<file path="src/rtl/block_decoder_if.sv">
// Handshake bundle for block_decoder: header in, delta beats in, reconstructed block out.
// slave  = decoder side (drives hdr_ready, d_ready, out_valid, pixels, err).
// master = surrounding logic (drives hdr_valid, h, d_valid, d_delta, out_ready).
interface block_decoder_if #(
  parameter int NPIX    = 32,
  parameter int DELTA_W = 4
) ();

  // Header channel: [47:44] skip (44=R .. 47=A), [43:12] min_r/g/b/a, [11:0] unused.
  logic                             hdr_valid;
  logic                             hdr_ready;
  logic [47:0]                      h;

  // Delta channel: one beat per pixel, index 0=R, 1=G, 2=B, 3=A.
  logic                             d_valid;
  logic                             d_ready;
  logic [3:0][DELTA_W-1:0]          d_delta;

  // Output channel: whole block presented at once, pixels[i][c] in header channel order.
  logic                             out_valid;
  logic                             out_ready;
  logic [NPIX-1:0][3:0][7:0]        pixels;
  logic                             err;

  modport master (
    output hdr_valid, h, d_valid, d_delta, out_ready,
    input  hdr_ready, d_ready, out_valid, pixels, err
  );

  modport slave (
    input  hdr_valid, h, d_valid, d_delta, out_ready,
    output hdr_ready, d_ready, out_valid, pixels, err
  );

endinterface

</file>
<file path="src/rtl/block_decoder.sv">
// Rebuilds one NPIX-pixel RGBA block from a 48-bit header (skip mask + per-channel mins) and NPIX delta beats.
// Latency: header accepted at cycle 0, beats from cycle 1, out_valid at cycle NPIX+1 with no stalls.
// Backpressure: one block in flight; ready signals are registered and depend only on the FSM state.
//
// Ports: clk, rst_n (async active-low), bus (block_decoder_if.slave: hdr_*, d_*, out_*, pixels, err).
module block_decoder #(
  parameter int NPIX    = 32,
  parameter int DELTA_W = 4
) (
  input  logic           clk,
  input  logic           rst_n,
  block_decoder_if.slave bus
);

  localparam int CW = (NPIX > 1) ? $clog2(NPIX) : 1;

  typedef enum logic [1:0] {
    IDLE = 2'd0,
    DATA = 2'd1,
    OUT  = 2'd2
  } state_t;

  state_t                    state;
  logic [CW-1:0]             cnt;
  logic [3:0]                skip_q;
  logic [3:0][7:0]           min_q;
  logic [NPIX-1:0][3:0][7:0] pix_q;
  logic                      hdr_rdy_q;
  logic                      d_rdy_q;
  logic                      out_vld_q;
  logic                      err_q;

  // Candidate pixel for the current beat and whether any channel wrapped.
  logic [3:0][8:0]           sum9;
  logic [3:0][7:0]           pix_nxt;
  logic                      ovf_nxt;

  // Header bits [11:0] carry nothing the decoder uses.
  logic                      unused_hdr_lsbs;
  assign unused_hdr_lsbs = ^bus.h[11:0];

  always_comb begin
    sum9    = '0;
    pix_nxt = '0;
    ovf_nxt = 1'b0;
    for (int c = 0; c < 4; c++) begin
      // Skipped channels reproduce the min exactly; their delta field is still
      // present in the beat but carries no information.
      sum9[c]    = {1'b0, min_q[c]} + (skip_q[c] ? 9'd0 : 9'(bus.d_delta[c]));
      pix_nxt[c] = sum9[c][7:0];
      ovf_nxt    = ovf_nxt | sum9[c][8];
    end
  end

  always_ff @(posedge clk or negedge rst_n) begin
    if (!rst_n) begin
      state     <= IDLE;
      cnt       <= '0;
      skip_q    <= '0;
      min_q     <= '0;
      pix_q     <= '0;
      hdr_rdy_q <= 1'b1;
      d_rdy_q   <= 1'b0;
      out_vld_q <= 1'b0;
      err_q     <= 1'b0;
    end else begin
      case (state)
        IDLE: begin
          // hdr_ready is high throughout IDLE, so hdr_valid alone completes the handshake.
          if (bus.hdr_valid) begin
            skip_q    <= bus.h[47:44];
            min_q     <= {bus.h[19:12], bus.h[27:20], bus.h[35:28], bus.h[43:36]};
            cnt       <= '0;
            err_q     <= 1'b0;
            state     <= DATA;
            hdr_rdy_q <= 1'b0;
            d_rdy_q   <= 1'b1;
          end
        end

        DATA: begin
          // d_ready is high throughout DATA; a gap simply holds everything.
          if (bus.d_valid) begin
            pix_q[cnt] <= pix_nxt;
            if (ovf_nxt) begin
              err_q <= 1'b1;
            end
            if (cnt == CW'(NPIX - 1)) begin
              cnt       <= '0;
              state     <= OUT;
              d_rdy_q   <= 1'b0;
              out_vld_q <= 1'b1;
            end else begin
              cnt <= cnt + CW'(1);
            end
          end
        end

        OUT: begin
          // Pixels and err are left in place after the handshake; only the
          // next block's beats overwrite them.
          if (bus.out_ready) begin
            state     <= IDLE;
            out_vld_q <= 1'b0;
            hdr_rdy_q <= 1'b1;
          end
        end

        default: begin
          state     <= IDLE;
          hdr_rdy_q <= 1'b1;
          d_rdy_q   <= 1'b0;
          out_vld_q <= 1'b0;
        end
      endcase
    end
  end

  assign bus.hdr_ready = hdr_rdy_q;
  assign bus.d_ready   = d_rdy_q;
  assign bus.out_valid = out_vld_q;
  assign bus.pixels    = pix_q;
  assign bus.err       = err_q;

endmodule

</file>
<file path="src/flat_wrapper.sv">
// flat-port wrapper written by rule: the top's interface ports become plain ports
module block_decoder_flat 
#(
  parameter int NPIX    = 32,
  parameter int DELTA_W = 4
)
  (clk, rst_n, bus_hdr_valid, bus_h, bus_d_valid, bus_d_delta, bus_out_ready, bus_hdr_ready, bus_d_ready, bus_out_valid, bus_pixels, bus_err);
  block_decoder_if #(.NPIX(NPIX), .DELTA_W(DELTA_W)) bus_i ();
  input  logic clk;
  input  logic rst_n;
  input wire logic [$bits(bus_i.hdr_valid)-1:0] bus_hdr_valid;
  input wire logic [$bits(bus_i.h)-1:0] bus_h;
  input wire logic [$bits(bus_i.d_valid)-1:0] bus_d_valid;
  input wire logic [$bits(bus_i.d_delta)-1:0] bus_d_delta;
  input wire logic [$bits(bus_i.out_ready)-1:0] bus_out_ready;
  output wire logic [$bits(bus_i.hdr_ready)-1:0] bus_hdr_ready;
  output wire logic [$bits(bus_i.d_ready)-1:0] bus_d_ready;
  output wire logic [$bits(bus_i.out_valid)-1:0] bus_out_valid;
  output wire logic [$bits(bus_i.pixels)-1:0] bus_pixels;
  output wire logic [$bits(bus_i.err)-1:0] bus_err;
  assign bus_i.hdr_valid = bus_hdr_valid;
  assign bus_i.h = bus_h;
  assign bus_i.d_valid = bus_d_valid;
  assign bus_i.d_delta = bus_d_delta;
  assign bus_i.out_ready = bus_out_ready;
  assign bus_hdr_ready = bus_i.hdr_ready;
  assign bus_d_ready = bus_i.d_ready;
  assign bus_out_valid = bus_i.out_valid;
  assign bus_pixels = bus_i.pixels;
  assign bus_err = bus_i.err;
  block_decoder #(.NPIX(NPIX), .DELTA_W(DELTA_W)) u_core (.clk(clk), .rst_n(rst_n), .bus(bus_i));
endmodule
</file>
<file path="config.mk">
export PLATFORM = sky130hd
export DESIGN_NAME = block_decoder_flat
export DESIGN_NICKNAME = d
export VERILOG_FILES = /design/src/rtl/block_decoder_if.sv /design/src/rtl/block_decoder.sv /design/src/flat_wrapper.sv
export SDC_FILE = /design/constraint.sdc
export NUM_CORES = 2
export LEC_CHECK = 0
export CORE_AREA = 2 2 425 427
export CTS_CLUSTER_SIZE = 16
export DETAILED_ROUTE_END_ITERATION = 10
export DIE_AREA = 0 0 427 429
export PLACE_DENSITY = 0.53
export SLEW_MARGIN = 30
export SYNTH_ARGS = -nofsm -noshare
export SYNTH_HDL_FRONTEND = slang
export SYNTH_SLANG_ARGS = --single-unit
export TNS_END_PERCENT = 20
</file>
<file path="constraint.sdc">
create_clock -name clk -period 2.6 [get_ports clk]
set_input_delay 0.52 -clock clk [delete_from_list [all_inputs] [get_ports clk]]
set_output_delay 0.52 -clock clk [all_outputs]
set_load 0.1 [all_outputs]
</file>
---- Yosys cells after proc, flatten, opt, wreduce, memory -nomap -nowiden ----
Index checks and enable logic that the tools add are counted.
storage, ports and cells
  output and inout bits ................... 1,028
  word-level logic and storage cells ...... 201
  bits in registers ....................... 1,071
cells by class
  add/subtract/negate cells ............... 5
  reductions and logical operators ........ 11
  order comparisons ....................... 2
  bitwise logic cells ..................... 6
  eq/ne operators ......................... 8
  multiplexer cells ....................... 30
operators by type and width
  cell                   number
  $bwmux W1024           1
  $demux W32 S5          1
  $add A8 B9 Y9          4
  $mux W32               1
  $mux W4                4
  $reduce_and A4 Y1      4
  $mux W5                3
  $mux W1                10
  $pmux W5 S2            1
  $pmux W1 S3            3
  $mux W2                4
  $lt A5 B6 Y1 const B   1
  $ne A2 B2 Y1 const B   3
  $pmux W2 S3            1
  $reduce_and A3 Y1      2
  $add A5 B1 Y5 const B  1
  $eq A5 B5 Y1 const B   1
  $ge A5 B1 Y1 const B   1
  $ne A2 B1 Y1 const B   2
  $reduce_and A2 Y1      2
  $not A1 Y1             3
  $or A1 B1 Y1           3
  $eq A2 B1 Y1 const B   1
  $eq A2 B2 Y1 const B   1
  other kinds (4)        4

---- Depth between registers and ports, before layout ----
  depth in word-level cells ............... 8
  gate-level depth with buffers ........... 10
  depth with buffers taken out ............ 9

---- Worst setup path after synthesis ----
OpenSTA, ideal clock, no wires.
  path type ............................... in2reg
  start ................................... in bus_d_delta[0]
  end ..................................... reg u_core.pix_q (netlist bit u_core.bus.pixels[294])
  arrival ................................. 2.361 ns
  stages on the path ...................... 9
  path slack .............................. 0.106 ns
  required time ........................... 2.467 ns
  path through ............................ nor2b_1 > ha_1 > fa_1 > a21o_1 > a21oi_1 > nor2_1 > xnor2_1 > clkbuf_1 > o21ai_0
between the ends
  cells in the longest elaborated chain, start to end .. 3
RTL lines
  item                             RTL line             source
  from (decl)                      flat_wrapper.sv:14   input wire logic [$bits(bus_i.d_delta)-1:0] bus_d_delta;
  $mux W4                          block_decoder.sv:49  sum9[c] = {1'b0, min_q[c]} + (skip_q[c] ? 9'd0 : 9'(bus.d_delta[c]));
  $add A8 B9 Y9                    block_decoder.sv:49
  $bwmux W1024                     block_decoder.sv:84  pix_q[cnt] <= pix_nxt;
  to (signal, indexed assignment)  block_decoder.sv:84
  to (decl)                        block_decoder.sv:27  logic [NPIX-1:0][3:0][7:0] pix_q;
No other way between the ends.
A chain may end at the register's enable or synchronous reset.

---- Worst setup path in the final report ----
  start ................................... reg u_core.skip_q[2]
  end ..................................... reg u_core.pix_q (netlist bit u_core.bus.pixels[438])
between the ends
  cells in the longest elaborated chain, start to end .. 3
RTL lines
  item                    RTL line             source
  from (decl)             block_decoder.sv:25  logic [3:0] skip_q;
  from (signal assigned)  block_decoder.sv:71  skip_q <= bus.h[47:44];
  $mux W4                 block_decoder.sv:49
  $add A8 B9 Y9           block_decoder.sv:49
  $bwmux W1024            block_decoder.sv:84
No other way between the ends.

==> results.py <==
metrics = {
    "global_route": {
        "grt_util_all_layers": 0.183,
        "first_global_vias": 30300,
        "grt_max_degree": 62,
        "antenna_found_initial": 33,
        "grt_pass1_wl_um": 238000,
        "grt-ovfl-total": 0,
    },
    "placement": {
        "port_buffers": 1084,
        "post_dp_cell_area_um2": 53100,
        "place_congestion": 0.807,
        "hpwlAfterDp_um": 125000,
    },
    "setup_path": {
        "crit_arrival_ns": 3.09,
        "path_max_fanout": 22,
        "crit_type": "register to register",
        "r2r_end": "u_core.bus.pixels[438]",
        "path_cells": "nor2b_1 -> ha_2 -> inv_1 -> fa_4 -> nand2b_1 -> a21oi_2 -> nand3_2 -> xor2_4 -> buf_12 -> o21ai_0",
        "max_stage_delay_ns": 0.47,
        "r2r_setup_slack_ns": 0.11,
        "r2r_cells": 10,
        "cpMaxStageDelayCell": "fa_4",
        "crit_start": "u_core.skip_q[2]",
        "cp.required_ns": 3.19,
        "start_kind": "register",
        "crit-reg2reg-launch": "u_core.skip_q[2]",
        "endpoint_kind": "register",
    },
    "finish": {
        "final_util": 0.321,
        "final_nets": 4872,
        "n_fill_cell": 18300,
        "drive_gt1_frac": 0.350,
        "area_growth_pct": 45.0,
        "stdcell_area_um2": 57200,
    },
    "sta": {
        "drv_slew": 0,
        "grt_setup_unrepaired": "yes",
        "fmax_mhz": 401,
        "final.min_clock_period_ns": 2.49,
        "setup_tns_ns": 0,
        "hold_violations": 0,
        "setup_viol": 0,
        "holdWs_ns": 0.350,
        "slew_headroom": 0.438,
        "tightest_slew_ns": 0.843,
        "finalCritPeriodShare": 0.958,
        "fin_skew_ns": 0.0389,
    },
    "routing": {
        "ant_nets": 0,
        "firstDrtPassIters": 5,
        "post_drt_wl_per_cell_um": 24.0,
        "drt-initial-drc-count": 1922,
        "via_per_inst": 4.24,
        "drt_wl_total_um": 174000,
        "drcViolationCount": 0,
        "num_vias": 30700,
    },
    "floorplan": {
        "die_area_um2": 183000,
        "pin_count": 1097,
        "die_x_um": 427,
        "start_util": 0.222,
        "fp.dieH_um": 429,
        "rows": 155,
        "coreArea_um2": 178000,
    },
    "worst_hold_path": {
        "hold_start": "bus_h[21]",
        "hold_end": "u_core.min_q[17]",
        "hp-class": "primary input to register",
        "hold_depth": 3,
    },
    "run": {
        "maxCapViolCount": 0,
    },
    "synthesis": {
        "synthTopCellsByCount": "nand2_1 (1074), dfrtp_1 (1070), o21ai_0 (846)",
        "synthFlopType": "dfrtp_1",
        "synth_edf_count": 0,
        "synth_warnings": 0,
        "synth_cells": 3626,
        "async_flop_share": 1.00,
        "netlist_area_um2": 39500,
        "ys_ff_latch": 1071,
        "yosysMostFrequentCell": "nand2_1",
        "synth.largest_area_cell": "dfrtp_1",
        "syn-num-nets": 3720,
        "synth.avg_cell_area_um2": 10.9,
        "synth_cell_types": 38,
        "synth_area_leaders": "dfrtp_1 (68%), o21ai_0 (11%), nand2_1 (10%)",
        "yosys.area.top_type_share": 0.678,
        "synth-seq-area-share": 0.679,
    },
    "clocking": {
        "clk_latency_ns": 0.76,
        "cts_tree": "built",
        "clock-root-buffer": "clkbuf_16",
        "clkSinkCount": 1071,
        "path_clk_slew_ns": 0.06,
        "numCtsBuffers": 116,
        "clock_tree.buffer_depth": 3,
        "htreeDepth": 3,
    },
    "status": {
        "status": "complete, no violations",
    },
}
-- layout by cell type (no fill, tap or decap), drive strengths merged, types with 2 or more instances in the layout --
cell / netlist / final
buf: 106 / 1279
nand2: 1074 / 1074
dfrtp: 1070 / 1070
o21ai: 848 / 848
clkbuf: 197 / 174
mux2: 160 / 160
clkdlybuf4s50: 0 / 55
nor2: 27 / 27
ha: 21 / 21
clkinv: 0 / 21
xor2: 20 / 20
diode: 0 / 19
inv: 10 / 17
nor2b: 14 / 14
a21oi: 10 / 10
and3: 7 / 7
xnor2: 7 / 7
a21o: 6 / 6
bufinv: 0 / 6
and2: 5 / 5
nand2b: 5 / 5
nor3b: 5 / 5
nand3: 5 / 5
nor3: 4 / 4
clkinvlp: 0 / 4
a211oi: 4 / 4
fa: 4 / 4
nand4: 3 / 3
o2111ai: 2 / 2
o22ai: 2 / 2
nand4b: 2 / 2
-- layer usage --
layer,wire length [µm],global-route usage,vias to the layer above
li1,-,-,14200
met1,64600,0.204,15200
met2,90600,0.327,982
met3,11800,0.0490,264
met4,6950,0.0761,2
met5,46,0.00185,-
-- state kept, by name (all words and copies together) (netlist names) --
| name | flops |
|---|---|
| u_core.min_q | 32 |
| u_core.bus.err | 1 |
| u_core.cnt | 5 |
| u_core.bus.pixels | 1024 |
| u_core.bus.out_valid | 1 |
| u_core.bus.hdr_ready | 1 |
| u_core.skip_q | 4 |
| u_core.state | 2 |
| u_core.bus.d_ready | 1 |
-- cell families (layout without fill, tap and decap cells) --
kind of cell	Yosys count	in the layout	share of synthesized area
buf+inv	313	1557	0.0354
other cells	0	19	0
mux	160	160	0.0456
simple gates	1155	1155	0.113
flops	1071	1071	0.679
fa+ha+maj	25	25	0.00868
xor+xnor	27	27	0.00599
compound gates	875	875	0.112
-- stage by stage --
step | setup slack, ns | std cells
CTS | 0.0256 | 7221
global placement | -0.698 | 7010
finish | 0.108 | 7244
floorplan | 0.106 | 3626
global route | -0.0215 | 7239
detailed placement | -0.666 | 7010
-- worst max-delay path by stage --
| stage | to | depth (start not counted) |
|---|---|---|
| floorplan | u_core.bus.pixels[294] | 9 |
| global placement | u_core.bus.pixels[22] | 11 |
| detailed placement | u_core.bus.pixels[470] | 11 |
| CTS | u_core.bus.pixels[406] | 9 |
| global route | u_core.bus.pixels[502] | 10 |
| finish | u_core.bus.pixels[438] | 10 |
-- final cells by class --
| class | instances | area (µm²) | share of cell area |
|---|---|---|---|
| clock buffers | 172 | 3460 | 0.0605 |
| inverters | 10 | 37.5 | 0.000656 |
| multi-input cells | 2242 | 11800 | 0.206 |
| well taps | 2355 | 2950 | 0.0515 |
| flip-flops and latches | 1071 | 26800 | 0.468 |
| diodes | 19 | 47.5 | 0.000831 |
| repair buffers | 1337 | 11700 | 0.204 |
| clock inverters | 38 | 458 | 0.00800 |
-- worst max-delay path, delay by kind of cell (launching register included) --
kind / cells / cell delay, ns
buffers and inverters: 2 / 0.25
DFF: 1 / 0.39
adders and majority gates: 2 / 0.66
and+or+nand+nor: 3 / 0.46
AOI/OAI and AO/OA: 2 / 0.31
xor gates and xnor gates: 1 / 0.20
-- what timing repair did --
item                       in CTS  in global routing
setup endpoints to repair       0                172
buffers inserted                0                  1
hold buffers                    1                  0
resized for setup               0                 22
hold endpoints to repair       23                  0
Power is left out: the tool's default activity adds up to more than one toggle a clock period on the data nets, which glitch-free logic cannot reach.
